==> src/rtl/multicycle_ctrl_if.sv <==
// Control-path bundle between the multicycle FSM (master) and the datapath (slave).
// opcode/zero/mem_ready flow into the controller; every other signal flows out of it.
interface multicycle_ctrl_if;
  logic [5:0]  opcode;
  logic        zero;
  logic        mem_ready;
  logic        pc_write;
  logic        pc_write_cond;
  logic        iord;
  logic        mem_read;
  logic        mem_write;
  logic        ir_write;
  logic        reg_dst;
  logic        mem_to_reg;
  logic        reg_write;
  logic        alu_src_a;
  logic [1:0]  alu_src_b;
  logic [1:0]  alu_op;
  logic [1:0]  pc_source;
  logic [3:0]  state;
  logic        illegal_op;
  logic [15:0] instr_count;

  modport master (
    input  opcode, zero, mem_ready,
    output pc_write, pc_write_cond, iord, mem_read, mem_write, ir_write,
           reg_dst, mem_to_reg, reg_write, alu_src_a, alu_src_b, alu_op,
           pc_source, state, illegal_op, instr_count
  );

  modport slave (
    output opcode, zero, mem_ready,
    input  pc_write, pc_write_cond, iord, mem_read, mem_write, ir_write,
           reg_dst, mem_to_reg, reg_write, alu_src_a, alu_src_b, alu_op,
           pc_source, state, illegal_op, instr_count
  );
endinterface

==> src/rtl/multicycle_ctrl.sv <==
// Multicycle MIPS-style control FSM: R-type, lw, sw, beq and j, with memory
// wait states, an illegal-opcode trap and a retired-instruction counter.
module multicycle_ctrl (
  input  logic                clk,
  input  logic                reset,
  multicycle_ctrl_if.master   bus
);

  typedef enum logic [3:0] {
    FETCH    = 4'd0,
    DECODE   = 4'd1,
    MEM_ADDR = 4'd2,
    MEM_RD   = 4'd3,
    MEM_WB   = 4'd4,
    MEM_WR   = 4'd5,
    EXEC     = 4'd6,
    R_WB     = 4'd7,
    BRANCH   = 4'd8,
    JUMP     = 4'd9,
    ILLEGAL  = 4'd10
  } state_t;

  typedef struct packed {
    logic       pc_write;
    logic       pc_write_cond;
    logic       iord;
    logic       mem_read;
    logic       mem_write;
    logic       reg_dst;
    logic       mem_to_reg;
    logic       reg_write;
    logic       alu_src_a;
    logic [1:0] alu_src_b;
    logic [1:0] alu_op;
    logic [1:0] pc_source;
    logic       illegal_op;
  } ctrl_t;

  localparam logic [5:0] OP_RTYPE = 6'b000000;
  localparam logic [5:0] OP_LW    = 6'b100011;
  localparam logic [5:0] OP_SW    = 6'b101011;
  localparam logic [5:0] OP_BEQ   = 6'b000100;
  localparam logic [5:0] OP_J     = 6'b000010;

  state_t      r_state;
  state_t      w_next;
  ctrl_t       r_ctrl;
  logic [15:0] r_instr_count;
  logic        w_retire;
  logic        w_fetch_done;

  // Moore outputs per state; FETCH's ir_write/pc_write are added combinationally below.
  function automatic ctrl_t decode(input state_t s);
    ctrl_t c;
    c = '0;
    case (s)
      FETCH: begin
        c.mem_read  = 1'b1;
        c.alu_src_b = 2'b01;
      end
      DECODE:   c.alu_src_b = 2'b11;
      MEM_ADDR: begin
        c.alu_src_a = 1'b1;
        c.alu_src_b = 2'b10;
      end
      MEM_RD: begin
        c.mem_read = 1'b1;
        c.iord     = 1'b1;
      end
      MEM_WB: begin
        c.mem_to_reg = 1'b1;
        c.reg_write  = 1'b1;
      end
      MEM_WR: begin
        c.mem_write = 1'b1;
        c.iord      = 1'b1;
      end
      EXEC: begin
        c.alu_src_a = 1'b1;
        c.alu_op    = 2'b10;
      end
      R_WB: begin
        c.reg_dst   = 1'b1;
        c.reg_write = 1'b1;
      end
      BRANCH: begin
        c.alu_src_a     = 1'b1;
        c.alu_op        = 2'b01;
        c.pc_write_cond = 1'b1;
        c.pc_source     = 2'b01;
      end
      JUMP: begin
        c.pc_write  = 1'b1;
        c.pc_source = 2'b10;
      end
      ILLEGAL:  c.illegal_op = 1'b1;
      default:  c = '0;
    endcase
    return c;
  endfunction

  always_comb begin
    w_next   = r_state;
    w_retire = 1'b0;
    case (r_state)
      FETCH:    if (bus.mem_ready) w_next = DECODE;
      DECODE: begin
        case (bus.opcode)
          OP_RTYPE:     w_next = EXEC;
          OP_LW, OP_SW: w_next = MEM_ADDR;
          OP_BEQ:       w_next = BRANCH;
          OP_J:         w_next = JUMP;
          default:      w_next = ILLEGAL;
        endcase
      end
      MEM_ADDR: begin
        if (bus.opcode == OP_LW)      w_next = MEM_RD;
        else if (bus.opcode == OP_SW) w_next = MEM_WR;
        else                          w_next = ILLEGAL;
      end
      MEM_RD:   if (bus.mem_ready) w_next = MEM_WB;
      MEM_WB: begin
        w_next   = FETCH;
        w_retire = 1'b1;
      end
      MEM_WR: begin
        if (bus.mem_ready) begin
          w_next   = FETCH;
          w_retire = 1'b1;
        end
      end
      EXEC:     w_next = R_WB;
      R_WB, BRANCH, JUMP: begin
        w_next   = FETCH;
        w_retire = 1'b1;
      end
      ILLEGAL:  w_next = FETCH;
      default:  w_next = FETCH;
    endcase
  end

  // Outputs are registered from the next state so they line up with r_state.
  always_ff @(posedge clk) begin
    if (reset) begin
      r_state       <= FETCH;
      r_ctrl        <= decode(FETCH);
      r_instr_count <= '0;
    end else begin
      r_state <= w_next;
      r_ctrl  <= decode(w_next);
      if (w_retire) r_instr_count <= r_instr_count + 16'd1;
    end
  end

  assign w_fetch_done = (r_state == FETCH) && bus.mem_ready;

  // Write strobes are masked by reset so a mid-instruction reset commits nothing.
  assign bus.pc_write      = ~reset & (r_ctrl.pc_write | w_fetch_done);
  assign bus.ir_write      = ~reset & w_fetch_done;
  assign bus.pc_write_cond = ~reset & r_ctrl.pc_write_cond;
  assign bus.reg_write     = ~reset & r_ctrl.reg_write;
  assign bus.mem_write     = ~reset & r_ctrl.mem_write;

  assign bus.iord        = r_ctrl.iord;
  assign bus.mem_read    = r_ctrl.mem_read;
  assign bus.reg_dst     = r_ctrl.reg_dst;
  assign bus.mem_to_reg  = r_ctrl.mem_to_reg;
  assign bus.alu_src_a   = r_ctrl.alu_src_a;
  assign bus.alu_src_b   = r_ctrl.alu_src_b;
  assign bus.alu_op      = r_ctrl.alu_op;
  assign bus.pc_source   = r_ctrl.pc_source;
  assign bus.illegal_op  = r_ctrl.illegal_op;
  assign bus.state       = r_state;
  assign bus.instr_count = r_instr_count;

endmodule

==> src/flat_wrapper.sv <==
// flat-port wrapper written by rule: the top's interface ports become plain ports
module multicycle_ctrl_flat 
  (clk, reset, bus_opcode, bus_zero, bus_mem_ready, bus_pc_write, bus_pc_write_cond, bus_iord, bus_mem_read, bus_mem_write, bus_ir_write, bus_reg_dst, bus_mem_to_reg, bus_reg_write, bus_alu_src_a, bus_alu_src_b, bus_alu_op, bus_pc_source, bus_state, bus_illegal_op, bus_instr_count);
  multicycle_ctrl_if bus_i ();
  input  logic clk;
  input  logic reset;
  input wire logic [$bits(bus_i.opcode)-1:0] bus_opcode;
  input wire logic [$bits(bus_i.zero)-1:0] bus_zero;
  input wire logic [$bits(bus_i.mem_ready)-1:0] bus_mem_ready;
  output wire logic [$bits(bus_i.pc_write)-1:0] bus_pc_write;
  output wire logic [$bits(bus_i.pc_write_cond)-1:0] bus_pc_write_cond;
  output wire logic [$bits(bus_i.iord)-1:0] bus_iord;
  output wire logic [$bits(bus_i.mem_read)-1:0] bus_mem_read;
  output wire logic [$bits(bus_i.mem_write)-1:0] bus_mem_write;
  output wire logic [$bits(bus_i.ir_write)-1:0] bus_ir_write;
  output wire logic [$bits(bus_i.reg_dst)-1:0] bus_reg_dst;
  output wire logic [$bits(bus_i.mem_to_reg)-1:0] bus_mem_to_reg;
  output wire logic [$bits(bus_i.reg_write)-1:0] bus_reg_write;
  output wire logic [$bits(bus_i.alu_src_a)-1:0] bus_alu_src_a;
  output wire logic [$bits(bus_i.alu_src_b)-1:0] bus_alu_src_b;
  output wire logic [$bits(bus_i.alu_op)-1:0] bus_alu_op;
  output wire logic [$bits(bus_i.pc_source)-1:0] bus_pc_source;
  output wire logic [$bits(bus_i.state)-1:0] bus_state;
  output wire logic [$bits(bus_i.illegal_op)-1:0] bus_illegal_op;
  output wire logic [$bits(bus_i.instr_count)-1:0] bus_instr_count;
  assign bus_i.opcode = bus_opcode;
  assign bus_i.zero = bus_zero;
  assign bus_i.mem_ready = bus_mem_ready;
  assign bus_pc_write = bus_i.pc_write;
  assign bus_pc_write_cond = bus_i.pc_write_cond;
  assign bus_iord = bus_i.iord;
  assign bus_mem_read = bus_i.mem_read;
  assign bus_mem_write = bus_i.mem_write;
  assign bus_ir_write = bus_i.ir_write;
  assign bus_reg_dst = bus_i.reg_dst;
  assign bus_mem_to_reg = bus_i.mem_to_reg;
  assign bus_reg_write = bus_i.reg_write;
  assign bus_alu_src_a = bus_i.alu_src_a;
  assign bus_alu_src_b = bus_i.alu_src_b;
  assign bus_alu_op = bus_i.alu_op;
  assign bus_pc_source = bus_i.pc_source;
  assign bus_state = bus_i.state;
  assign bus_illegal_op = bus_i.illegal_op;
  assign bus_instr_count = bus_i.instr_count;
  multicycle_ctrl u_core (.clk(clk), .reset(reset), .bus(bus_i));
endmodule
==> config.mk <==
export PLATFORM = sky130hd
export DESIGN_NAME = multicycle_ctrl_flat
export DESIGN_NICKNAME = d
export VERILOG_FILES = /design/src/rtl/multicycle_ctrl_if.sv /design/src/rtl/multicycle_ctrl.sv /design/src/flat_wrapper.sv
export SDC_FILE = /design/constraint.sdc
export NUM_CORES = 1
export LEC_CHECK = 0
export ABC_CLOCK_PERIOD_IN_PS = 1900
export CAP_MARGIN = 20
export CORE_MARGIN = 3
export CORE_UTILIZATION = 43
export DETAILED_ROUTE_END_ITERATION = 10
export PLACE_DENSITY = 0.81
export SYNTH_ARGS = -nofsm -noshare
export SYNTH_HDL_FRONTEND = slang
export SYNTH_SLANG_ARGS = --single-unit
==> constraint.sdc <==
create_clock -name clk -period 1.9 [get_ports clk]
set_input_delay 0.19 -clock clk [delete_from_list [all_inputs] [get_ports clk]]
set_output_delay 0.19 -clock clk [all_outputs]
set_load 0.02 [all_outputs]
==> results.md <==
- Result of the run: completed
- Hold-fix buffers at CTS: 0
- Synth top area cells: dfxtp_1 40%, a21oi_1 4.0%, nor2b_1 3.6%, nor2_1 3.0%, nor4_1 2.9%
- CP max FO: 8
- Critical Path AT: 2.05 ns
- FF-to-FF setup slack: 0.03 ns
- Clock transition at the registers of the reported paths: 0.07 ns
- Ys async rst share: 0%
- Most common cell after layout, fill and taps aside: clkdlybuf4s50_1
- Mapped Cells: 196
- H-Tree Depth: 2
- Largest net degree at the start of global routing: 25
- Synth Flop Type: dfxtp_1
- Max reg flops: 16
- Synth top area share: 39.9%
- Tightest Hold Check Type: reg2reg
- Yosys warning count: 0
- DP Area: roughly 2400 um2
- First-pass DRT Iterations: 4
- Die area: 4880 um2
- GR peak layer: met2
- CTS tree: done
- Fmax: 535 MHz
- Number of nets in the layout: 267
- MaxCap Viol Count: 0
- RSZ-0062 raised after global routing: true
- Synth cell types: 55
- Yosys top cell by area: dfxtp_1
- Synthesized flop and latch total: 35
- Vias in the first global route: 1,504
- Final Hold Viols: 0
- Cts bufs inserted: 5
- Period Utilization, post-route: 98.4%
- Clock sink count: 35
- Worst Max-Slew Pin Slew: 0.377 ns
- IO Port Bufs: 45
- Routed WL per cell: 14.1 um
- Die X: 69.9 um
- Synthesized Nets: 207
- DRC violations left: 0
- Seq/Total Area, Yosys: 39.9%
- Initial antenna violation count: 0
- Root Driver: clkbuf_8
- Most frequent cells in the layout: 43 x clkdlybuf4s50_1, 30 x dfxtp_1, 24 x buf_4
- Worst skew pair latency: 0.28 ns
- Post-layout min period: 1.87 ns
- Die Ht: 69.9 um
- Pwr/cell area: 1160 nW/um2
- Num rows: 22
- Syn avg cell area: 8.95 um2
- Hpwl dp: 3000 um
- CORE AREA: ~3800 um2
- Total congestion overflow: 0
- Final Power: 3.00 mW
- Met3 usage: 4.32%
- Vias post-DR: around 1,600
- Reg-to-Reg Start: u_core.bus.state[2]
- Area grow syn2layout: 46.8%
- Critical path's slowest cell: or4b_4
- Met1 Use GR: 24.4%
- # IOs: 47
- Detail Route Antenna Nets: 0
- Setup TNS: 0 ns
- Worst hold margin: a little under 0.5 ns
- GPL Wtd Cong: 0.845
- Reg2Reg Capture Point: u_core.bus.mem_read
- Worst Path Class, Setup: reg2reg
- CTS max path bufs: 2
- Netlist Area Pre-Place: between 1500 and 2000 um2
- Clock skew: 0.00557 ns
- Worst VDD drop: 0.000747 V
- Final WL: 4290 um
- Crit-path cells: or4b_4 > o41ai_4 > buf_4 > o21ai_4 > a41o_1
- Via density: 5.37
- Crit path from: u_core.bus.state[2]
- Worst setup SP type: flip-flop
- Layout cells sized above 1: 25.7%
- CP max stage delay: around 0.60 ns
- Slew Viols, Final: 0
- Starting Density: 46.2%
- ANT cells: 0
- First-pass GRT wire length: 6930 um
- Worst R2R Path Depth: 5
- Initial DRC count: 86
- Crit path required time: 2.08 ns
- M2 GR Usage: 25.8%
- Worst Setup End Kind: flip-flop
- Final Setup Violations: 0
- Rel. slew slack: 74.6%
- Critical path destination: u_core.bus.mem_read
- Pleak: 0.960 nW
- Fin area: 2570 um2
- Number of synthesized flops with an enable pin: 0
- Tot GR Track Use: 17.4%
-- stage by stage --
stage / utilization, % / std cells / setup WS (ns)
6_report: 67.8 / 305 / 0.0304
4_1_cts: 65.1 / 304 / 0.0310
5_1_grt: 67.8 / 305 / -0.0122
2_1_floorplan: - / 196 / 0.00874
3_3_place_gp: 62.3 / 296 / -0.222
3_5_place_dp: 62.3 / 296 / -0.223
-- cell families after synthesis --
group	after synthesis	share of synthesized area [%]
XOR/XNOR	3	1.50
AND/OR/NAND/NOR	87	30.5
multiplexers	5	3.14
AO/OA/AOI/OAI	42	17.2
adder cells (fa/ha/maj)	1	0.713
buffers and inverters	23	6.99
flip-flops	35	39.9
-- worst min-delay path by stage --
stage	start	end	cells past startpoint
3_5_place_dp	u_core.bus.instr_count[6]	u_core.bus.instr_count[6]	2
3_3_place_gp	u_core.bus.instr_count[6]	u_core.bus.instr_count[6]	2
4_1_cts	u_core.bus.instr_count[6]	u_core.bus.instr_count[6]	2
5_1_grt	u_core.bus.instr_count[6]	u_core.bus.instr_count[6]	2
2_1_floorplan	reset	u_core.r_ctrl[11]	2
6_report	u_core.bus.instr_count[6]	u_core.bus.instr_count[6]	2
-- cells in the mapped netlist, types with 2 or more instances --
master and number:
dfxtp_1 35, a21oi_1 14, nor2_1 14, nor2b_1 10, o21ai_0 9, nor4_1 8
or3_1 8, nand2_1 7, buf_4 6, nor3_1 6, inv_1 5, nand2b_1 5
and3_1 4, buf_2 4, clkbuf_1 4, nand3_1 4, nand4_1 4, mux2_2 3
or4_1 3, and2_1 2, buf_1 2, nand3b_1 2, o21ai_1 2, o22ai_1 2
o31ai_1 2, xor2_1 2
-- what timing repair did --
item | CTS | global route
buffers inserted | 0 | 1
pin swaps | 1 | 5
gates resized for setup | 4 | 19
setup endpoints to repair | 3 | 14
-- metal layers --
metal  wire length (um)  up-vias
met3                180       10
li1                   -      828
met5                  0        -
met2               1910       38
met4                 84        0
met1               2120      761
-- power by group --
part | internal (mW) | switching [mW] | total (mW) | leakage, nW
logic | 0.670 | 0.783 | 1.45 | 0.621
registers | 0.850 | 0.109 | 0.959 | 0.287
clock network | 0.331 | 0.256 | 0.586 | 0.0515
-- worst max-delay path: cells and delay by family, from the launching register on --
family                 cells  cell delay (ns)
AO/OA/AOI/OAI              3             0.59
flip-flops                 1             0.37
buffers and inverters      1             0.20
AND/OR/NAND/NOR            1             0.60
-- layout make-up --
class / count / area [um2]
tap: 48 / 60.1
clock buffer: 8 / 100
timing repair buffer: 70 / 648
multi-input combinational: 138 / 1030
inverter: 6 / 23.8
fill: 300 / 1220
sequential: 35 / 714
No activity file was read; power rests on OpenSTA's default activity.
